File: src/rtl/b2_mux_3_1_rr_arbiter.sv
// Round-robin arbiter sharing one W-bit 3:1 mux output between three requesters; registered grant, y combinational.
// Latency: req -> gnt/sel/valid one edge; optional quantum preemption built under `define MUX_ARB_TIMEOUT_EN.
module b2_mux_3_1_rr_arbiter #(
    parameter int W       = 2,
    parameter int QUANTUM = 4
) (
    input  logic         clk_i,
    input  logic         rst_i,
    input  logic [2:0]   req_i,
    input  logic [W-1:0] d0_i,
    input  logic [W-1:0] d1_i,
    input  logic [W-1:0] d2_i,
    output logic [2:0]   gnt_o,
    output logic [1:0]   sel_o,
    output logic         valid_o,
    output logic [W-1:0] y_o
);

    if (QUANTUM < 1) begin : g_bad_quantum
        $error("QUANTUM must be >= 1");
    end

    typedef enum logic {
        S_IDLE  = 1'b0,
        S_GRANT = 1'b1
    } state_t;

    state_t     state_q, state_d;
    logic [2:0] gnt_q, gnt_d;
    logic [1:0] sel_q, sel_d;
    logic [1:0] ptr_q, ptr_d;
    logic       valid_q, valid_d;

    logic [2:0] pick_all;
    logic [2:0] pick_oth;
    logic       owner_req;
    logic       do_grant;
    logic [1:0] nxt_idx;
    logic [W-1:0] mux_dat;

    // Circular search starting after ptr; returns {found, index}.
    function automatic logic [2:0] rr_pick(input logic [1:0] ptr, input logic [2:0] mask);
        logic [2:0] res;
        logic [1:0] cand;
        res  = 3'b000;
        cand = ptr;
        for (int k = 0; k < 3; k++) begin
            cand = (cand == 2'd2) ? 2'd0 : cand + 2'd1;
            if (!res[2] && mask[cand]) begin
                res = {1'b1, cand};
            end
        end
        return res;
    endfunction

`ifdef MUX_ARB_TIMEOUT_EN
    localparam int CW = (QUANTUM > 1) ? $clog2(QUANTUM) : 1;
    localparam logic [CW-1:0] CNT_MAX = CW'(QUANTUM - 1);
    logic [CW-1:0] cnt_q, cnt_d;
`endif

    always_comb begin
        pick_all  = rr_pick(ptr_q, req_i);
        pick_oth  = rr_pick(ptr_q, req_i & ~gnt_q);
        owner_req = |(req_i & gnt_q);
        do_grant  = 1'b0;
        nxt_idx   = 2'd0;
        state_d   = state_q;
        gnt_d     = gnt_q;
        sel_d     = sel_q;
        ptr_d     = ptr_q;
        valid_d   = valid_q;

        case (state_q)
            S_IDLE: begin
                if (pick_all[2]) begin
                    do_grant = 1'b1;
                    nxt_idx  = pick_all[1:0];
                end
            end
            S_GRANT: begin
                // Owner's own bit is already low here, so pick_all never re-selects it.
                if (!owner_req) begin
                    if (pick_all[2]) begin
                        do_grant = 1'b1;
                        nxt_idx  = pick_all[1:0];
                    end else begin
                        state_d = S_IDLE;
                        gnt_d   = 3'b000;
                        sel_d   = 2'b11;
                        valid_d = 1'b0;
                    end
                end
`ifdef MUX_ARB_TIMEOUT_EN
                else if (cnt_q == CNT_MAX && pick_oth[2]) begin
                    do_grant = 1'b1;
                    nxt_idx  = pick_oth[1:0];
                end
`endif
            end
            default: begin
                state_d = S_IDLE;
                gnt_d   = 3'b000;
                sel_d   = 2'b11;
                valid_d = 1'b0;
            end
        endcase

        if (do_grant) begin
            state_d = S_GRANT;
            gnt_d   = 3'b001 << nxt_idx;
            sel_d   = nxt_idx;
            ptr_d   = nxt_idx;
            valid_d = 1'b1;
        end
    end

`ifdef MUX_ARB_TIMEOUT_EN
    always_comb begin
        cnt_d = cnt_q;
        if (do_grant || state_d == S_IDLE) begin
            cnt_d = '0;
        end else if (cnt_q != CNT_MAX) begin
            cnt_d = cnt_q + 1'b1;
        end
    end
`else
    logic unused_pick_oth;
    assign unused_pick_oth = ^pick_oth;
`endif

    always_ff @(posedge clk_i or posedge rst_i) begin
        if (rst_i) begin
            state_q <= S_IDLE;
            gnt_q   <= 3'b000;
            sel_q   <= 2'b11;
            ptr_q   <= 2'd2;
            valid_q <= 1'b0;
`ifdef MUX_ARB_TIMEOUT_EN
            cnt_q   <= '0;
`endif
        end else begin
            state_q <= state_d;
            gnt_q   <= gnt_d;
            sel_q   <= sel_d;
            ptr_q   <= ptr_d;
            valid_q <= valid_d;
`ifdef MUX_ARB_TIMEOUT_EN
            cnt_q   <= cnt_d;
`endif
        end
    end

    always_comb begin
        case (sel_q)
            2'd0:    mux_dat = d0_i;
            2'd1:    mux_dat = d1_i;
            2'd2:    mux_dat = d2_i;
            default: mux_dat = '0;
        endcase
    end

    assign y_o     = valid_q ? mux_dat : '0;
    assign gnt_o   = gnt_q;
    assign sel_o   = sel_q;
    assign valid_o = valid_q;

endmodule

File: config.mk
export PLATFORM = sky130hd
export DESIGN_NAME = b2_mux_3_1_rr_arbiter
export DESIGN_NICKNAME = d
export VERILOG_FILES = /design/src/rtl/b2_mux_3_1_rr_arbiter.sv
export SDC_FILE = /design/constraint.sdc
export NUM_CORES = 1
export LEC_CHECK = 0
export CORE_AREA = 8 8 45 47
export CTS_CLUSTER_DIAMETER = 150
export DETAILED_ROUTE_END_ITERATION = 7
export DIE_AREA = 0 0 53 55
export GPL_TIMING_DRIVEN = 0
export PLACE_DENSITY_LB_ADDON = 0.05
export SLEW_MARGIN = 5
export SYNTH_ARGS = -nofsm -noshare
export SYNTH_HDL_FRONTEND = slang
export SYNTH_SLANG_ARGS = --single-unit
File: constraint.sdc
create_clock -name clk_i -period 3.3 [get_ports clk_i]
set_clock_uncertainty 0.05 [all_clocks]
set_input_delay 0.99 -clock clk_i [delete_from_list [all_inputs] [get_ports clk_i]]
set_output_delay 0.99 -clock clk_i [all_outputs]
set_load 0.05 [all_outputs]
# Yosys cells after proc, flatten, opt, wreduce, memory -nomap -nowiden
# Cells that the tools add are included.
[word_totals] elab_cells=64 ff_bits=9 input_bits=11
[op_classes] eq_ne=7 muxes=35 magnitude_cmp=3 shifts=1 reduce_logical=8 bitwise_logic=2 addsub=3
[ops] cell="2-to-1 mux 3 bit" n=7
[ops] cell="2-to-1 mux 2 bit" n=10
[ops] cell="2-to-1 mux 1 bit" n=12
[ops] cell="< comparator 2 x 3 -> 1 bit, second input constant" n=3
[ops] cell="== test 2 bit, second input constant" n=4
[ops] cell="adder 2 x 1 -> 2 bit, second input constant" n=3
[ops] cell="binary-select mux 1 bit (select 2 bit)" n=3
[ops] cell="one-hot mux 2 bit (3 select lines)" n=1
[ops] cell="inequality test 2 x 1 -> 1 bit, second input constant" n=2
[ops] cell="one-hot mux 2 bit (2 select lines)" n=1
[ops] cell="bitwise AND 3 bit" n=1
[ops] cell="AND reduction 3 bit" n=1
[ops] cell="OR reduction 3 bit" n=1
[ops] cell="left shift 1 x 2 -> 3 bit, first input constant" n=1
[ops] cell="== test 2 x 1 -> 1 bit, second input constant" n=1
[ops] cell="logical AND 1 bit" n=2
[ops] cell="logical NOT 1 bit" n=2
[ops] cell="logical NOT 2 bit" n=1
[ops] cell="one-hot mux 1 bit (2 select lines)" n=1
[ops] cell="nonzero test 2 bit" n=1
[ops] cell="inverter 1 bit" n=1

# Logic depth before layout (Yosys ltp)
# Gate-level depths: netlist (run 1).
[depth] word_depth=16 depth_mapped=6 ltp_nobuf=5

# Least setup slack after synthesis (run 1)
# No wires, ideal clock.
[synth_path] path_kind="in2out" start="input d2_i[0]" end="output y_o[0]" stages=3 arrival_time_ps=1592 n_path_buf=0 slack_ps=668 path_cell_list="mux2i_1 o21ai_0 and2_1"
[synth_between] elab_chain_cells=2
[synth_lines] element="from (decl)" line_no="12" text="input logic [W-1:0] d2_i,"
[synth_lines] element="one-hot mux 2 bit (3 select lines)" line_no="155" text="case (sel_q)"
[synth_lines] element="2-to-1 mux 2 bit" line_no="163" text="assign y_o = valid_q ? mux_dat : '0;"
[synth_lines] element="to (decl)" line_no="16" text="output logic [W-1:0] y_o"
# Every way passes these cells.

# Worst setup path in the final report (run 1)
[layout_path] start="input d2_i[1]" end="output y_o[1]"
# The elaborated chain is that of the path after synthesis.

==> results of run 1 <==
timing repair:
| action | 4_1_cts | 5_1_grt |
|---|---|---|
| setup endpoints to repair | 2 | 0 |
| setup buffers | 0 | 0 |
| resized for setup | 6 | 0 |
| hold endpoints to repair | 0 | 0 |
flip-flops by register name (all words and copies together), names as in the netlist:
name / count
valid_o: 1
state_q: 1
ptr_q: 2
sel_o: 2
gnt_o: 3
final cells by class:
cell class                      instances  area, um^2  share of cell area [%]
Timing Repair Buffer                   17         173                    23.2
Tap cell                               16        20.0                    2.68
Clock buffer                            4        26.3                    3.52
Sequential cell                         9         229                    30.7
Buffer                                  1        5.00                   0.671
Inverter                                8        30.0                    4.03
Multi-Input combinational cell         39         263                    35.2
metrics by stage:
stage               instance area, um^2  std cells  util [%]  setup TNS (ns)
global route                        746         94      53.9               0
CTS                                 746         94      53.9               0
finish                              746         94      53.9               0
floorplan                           527         57         -               0
global placement                    717         90      51.8          -0.605
detailed placement                  717         90      51.8          -0.650
worst reg2reg max path, stage by stage (launching register included):
cell      delay, ns
dfrtp_1        0.41
a222oi_1       0.39
nand2b_2       0.25
o21a_1         0.19
o21ai_0        0.09
logic make-up (layout without fill, tap and decap cells):
logic type,count (synthesis),in the layout,synth area share [%]
AO/OA/AOI/OAI,19,19,27.3
buffers and inverters,9,30,6.65
flip-flops,9,9,43.5
multiplexers,2,2,3.80
AND/OR/NAND/NOR,18,18,18.8
where the power goes:
part	switching, mW	internal (mW)	total (mW)
clock	0.0365	0.0465	0.0830
combinational	0.262	0.181	0.444
sequential	0.0544	0.170	0.224
layout by cell type, fill, tap and decap left out, types with 3 or more instances in the layout:
cell / count
clkdlybuf4s50_1: 15
inv_1: 8
o21ai_0: 6
dfrtp_1: 6
nand2_1: 5
o22ai_1: 4
clkbuf_4: 3
dfstp_2: 3
worst max path at each step:
stage,startpoint,end,slack (ns),depth (start not counted)
after floorplan,d2_i[0],y_o[0],0.67,3
after global placement,d2_i[1],y_o[1],-0.31,5
after detailed placement,d2_i[1],y_o[1],-0.33,5
after CTS,d2_i[1],y_o[1],0.09,5
after global routing,d0_i[0],y_o[0],0.07,5
final,d2_i[1],y_o[1],0.11,5
metal layers:
metal	wire, um	global-route usage [%]
met2	623	17.0
met4	12	2.59
met3	93	3.74
met5	0	0
met1	541	10.2
==> key figures, run 1 <==
Status
  • Outcome: completed

Timing
  • Period utilisation layout: 96.6%
  • Worst hold slack: 0.485 ns
  • Final min period: 3.19 ns
  • Setup Viol. Count Final: 0
  • Slew HR: 66.9%
  • Worst-Margin Slew: 0.494 ns
  • Slew Viols, Final: 0
  • Final Hold Vio Count: 0
  • Fmax: 0.314 GHz
  • RSZ-0062 raised after global routing: false
  • Setup ws final: 0.111 ns

Global routing
  • Largest net degree at the start of global routing: 10
  • GR Overflow Total: 0
  • Gr usage total: 9.52%
  • Number of global-route vias before repair: 484
  • Antenna violations before repair: 0
  • Global-route wire length before repair: 2.13 mm

Floorplan
  • Rows: 14
  • Die Width: 53 um
  • Die area: 2920 um^2
  • Initial core utilization: 38.1%
  • Core box area: 1380 um^2
  • Die Y: 55 um
  • Ports: 19

Critical path
  • R2R setup slack: 1.80 ns
  • Reg2Reg Depth: 4
  • Crit path max-delay family: buffers and inverters
  • CP max-delay cell: clkdlybuf4s50_1
  • Startpoint type of the worst setup path: input pin
  • Critical Path End Type: output pin
  • Reg-to-reg startpoint: gnt_o[0]
  • Cell Chain, Critical Path: clkdlybuf4s50_1 -> mux2i_1 -> o21ai_0 -> and2_1 -> clkdlybuf4s15_2
  • CP required: 2.26 ns
  • Critical R2R Capture: gnt_o[1]
  • Worst EP arrival: 2.15 ns
  • CP max stage delay: 0.46 ns
  • CP max FO: 1
  • CP Buf/Inv Count: 2
  • Crit Path Class: input pin to output pin

Finish
  • Diodes inserted: 0
  • P&R area growth vs syn: 41.6%
  • Layout cells sized above 1: 17.9%
  • Filler cells: 133
  • Post-layout nets: 90

Yosys
  • Leading cell types by count after synthesis: inv_1, dfrtp_1, o21ai_0, nand2_1, o22ai_1
  • Sequential area share after synthesis: 43.5%
  • Synthesized area: 527 um^2
  • Top FF cell, synth: dfrtp_1
  • Mean Syn Cell Area: 9.24 um^2
  • Asr flop ratio synth: 100%
  • Most common cell in the netlist: inv_1
  • Number of flops mapped to enable cells by yosys: 0
  • Post-Syn Nets: 68
  • Syn Inst Count: 57
  • Largest cells by area after synthesis: dfrtp_1, dfstp_2, o21ai_0
  • Synthesis-stage register bit count: 9
  • Netlist cell types: 24
  • YS warnings: 0
  • Leading area contributor after synthesis: dfrtp_1
  • Share of the synthesized area in the top cell type: 28.5%

Drt
  • Routed Antenna Nets: 0
  • Total number of vias: 493
  • DR iter-0 viols: 7
  • Vias per cell: 5.24
  • First-pass DRT Iterations: 4
  • WL/cell: 13.5 um
  • Post-Route WL: 1.27 mm
  • Residual DRC: 0

Clock tree
  • Root Driver: clkbuf_4
  • Clk buf depth: 2
  • Clk slew on worst S/H paths: 0.06 ns
  • Worst skew pair latency: 0.25 ns
  • Htree depth: 1
  • CTS Buf Count: 3
  • TritonCTS clock tree: done
  • Hold Buf Count CTS: 0
  • Clock sink total: 9

Power
  • Leak: 0.312 nW
  • Total power: 751 uW
  • Peak supply drop: 0.000492 V
  • Power density over the cells: 1010 nW/um^2

Min path
  • Worst Hold Depth: 2
  • Hold path endpoint: ptr_q[1]
  • Hold Path Class: flip-flop to flip-flop
  • Hold path startpoint: ptr_q[1]

Placement
  • GPL Wtd Cong: 0.739
  • IO buf count: 17
  • Post-DP HPWL: 1.02 mm
  • Placement Setup Slack: -0.333 ns

Job
  • Max_cap viols: 0
Power figures use the tool's default switching activity.
==> inputs of run 2 (changes only) <==
Settings changed: MAX_ROUTING_LAYER from default to met4.
==> run 2 against run 1 <==
Compared with the run above: setup slack unchanged; non-clock buffer count unchanged; combinational power about the same; die area unchanged; via count unchanged; wire length unchanged; final cell count unchanged; critical path type unchanged; largest power group unchanged.
==> key figures, run 2 (synthesized netlist as in run 1, its figures left out) <==
Drt
  • Post-Route WL: 1.27 mm
  • First-pass DRT Iterations: 4
  • WL/cell: 13.5 um
  • Vias per cell: 5.24
  • Total number of vias: 493
  • DR iter-0 viols: 7
  • Residual DRC: 0
  • Routed Antenna Nets: 0

Finish
  • Most common cell after layout, fill and taps aside: clkdlybuf4s50_1
  • Post-Route Utilization: 53.9%
  • Largest register FFs: 3
  • Layout cells sized above 1: 17.9%
  • Most frequent cells in the layout: clkdlybuf4s50_1, inv_1, o21ai_0, dfrtp_1, nand2_1
  • Multi-input logic area: 263 um^2
  • Reg area: 229 um^2
  • Diodes inserted: 0
  • Filler cells: 133
  • P&R area growth vs syn: 41.6%
  • Post-layout nets: 90
  • Cell area after layout: 746 um^2

Min path
  • Hold path startpoint: ptr_q[1]
  • Hold path endpoint: ptr_q[1]
  • Hold Path Class: flip-flop to flip-flop
  • Worst Hold Depth: 2

Global routing
  • Gr usage total: 9.81%
  • Largest net degree at the start of global routing: 10
  • GR Overflow Total: 0
  • Number of global-route vias before repair: 484
  • Global-route wire length before repair: 2.13 mm
  • Antenna violations before repair: 0

Timing
  • Worst-Margin Slew: 0.494 ns
  • Slew HR: 66.9%
  • Setup Viol. Count Final: 0
  • Final min period: 3.19 ns
  • Slew Viols, Final: 0
  • Final Hold Vio Count: 0
  • Worst hold slack: 0.486 ns
  • Fmax: 0.314 GHz
  • Period utilisation layout: 96.6%
  • RSZ-0062 raised after global routing: false

Floorplan
  • Rows: 14
  • Die Width: 53 um
  • Die Y: 55 um
  • Initial core utilization: 38.1%
  • Core box area: 1380 um^2
  • Ports: 19
  • Die area: 2920 um^2

Power
  • Power density over the cells: 1010 nW/um^2
  • Total power: 751 uW
  • Peak supply drop: 0.000492 V
  • Leak: 0.312 nW

Clock tree
  • Clk slew on worst S/H paths: 0.06 ns
  • CTS Buf Count: 3
  • Clk buf depth: 2
  • Worst skew pair latency: 0.25 ns
  • Root Driver: clkbuf_4
  • TritonCTS clock tree: done
  • Htree depth: 1
  • Hold Buf Count CTS: 0
  • Clock sink total: 9

Critical path
  • Critical R2R Capture: gnt_o[1]
  • R2R setup slack: 1.80 ns
  • CP max FO: 1
  • CP required: 2.26 ns
  • Startpoint type of the worst setup path: input pin
  • Critical Path End Type: output pin
  • Reg2Reg Depth: 4
  • Crit Path Class: input pin to output pin
  • Worst EP arrival: 2.15 ns
  • Reg-to-reg startpoint: gnt_o[0]

Placement
  • Area after DPL: 717 um^2
  • GPL Wtd Cong: 0.748
  • IO buf count: 17
  • Post-DP HPWL: 1.02 mm

Job
  • Max_cap viols: 0

Status
  • Outcome: completed
[run 2: cell counts in the layout (fill, tap and decap cells not counted)]
No cell type changed its count.
[run 2: layout make-up]
| cell class | count | share of cell area [%] |
|---|---|---|
| well taps | 16 | 2.68 |
| plain buffers | 1 | 0.671 |
| inverters | 8 | 4.03 |
| clock buffers | 4 | 3.52 |
| multi-input cells | 39 | 35.2 |
| repair buffers | 17 | 23.2 |
| flip-flops and latches | 9 | 30.7 |
[run 2: worst max-delay path by stage]
| stage | slack (ns) | endpoint | from |
|---|---|---|---|
| 2_1_floorplan | 0.67 | y_o[0] | d2_i[0] |
| 3_3_place_gp | -0.31 | y_o[1] | d2_i[1] |
| 3_5_place_dp | -0.33 | y_o[1] | d2_i[1] |
| 4_1_cts | 0.09 | y_o[1] | d2_i[1] |
| 5_1_grt | 0.07 | y_o[0] | d0_i[0] |
| 6_report | 0.11 | y_o[1] | d2_i[1] |
[run 2: through the flow]
step | setup TNS [ns] | setup slack, ns | std cells
6_report | 0 | 0.111 | 94
5_1_grt | 0 | 0.0659 | 94
4_1_cts | 0 | 0.0938 | 94
3_5_place_dp | -0.650 | -0.333 | 90
3_3_place_gp | -0.605 | -0.310 | 90
2_1_floorplan | 0 | 0.668 | 57
[run 2: per-layer routing]
metal  GRT usage [%]  wire length (um)  up-vias
li1                -                 -      248
met1            10.4               550      231
met2            17.0               623       12
met3            3.48                83        2
met4            2.59                12        0
met5               -                 0        -
[run 2: worst max-delay path, cell delays in order]
cell	delay [ns]
clkdlybuf4s50_1	0.46
mux2i_1	0.06
o21ai_0	0.14
and2_1	0.14
clkdlybuf4s15_2	0.36
[run 2: repair_timing]
action,in CTS,in global routing
endpoints found under the hold margin,0,0
resized for setup,6,0
setup endpoints to repair,2,0
setup buffers,0,0
[run 2: report_power, final]
| part | leakage, nW | total [mW] | internal [mW] | switching [mW] |
|---|---|---|---|---|
| Combinational | 0.196 | 0.444 | 0.181 | 0.262 |
| Sequential | 0.101 | 0.224 | 0.170 | 0.0544 |
| Clock | 0.0150 | 0.0830 | 0.0465 | 0.0365 |
| Total | 0.312 | 0.751 | 0.398 | 0.353 |
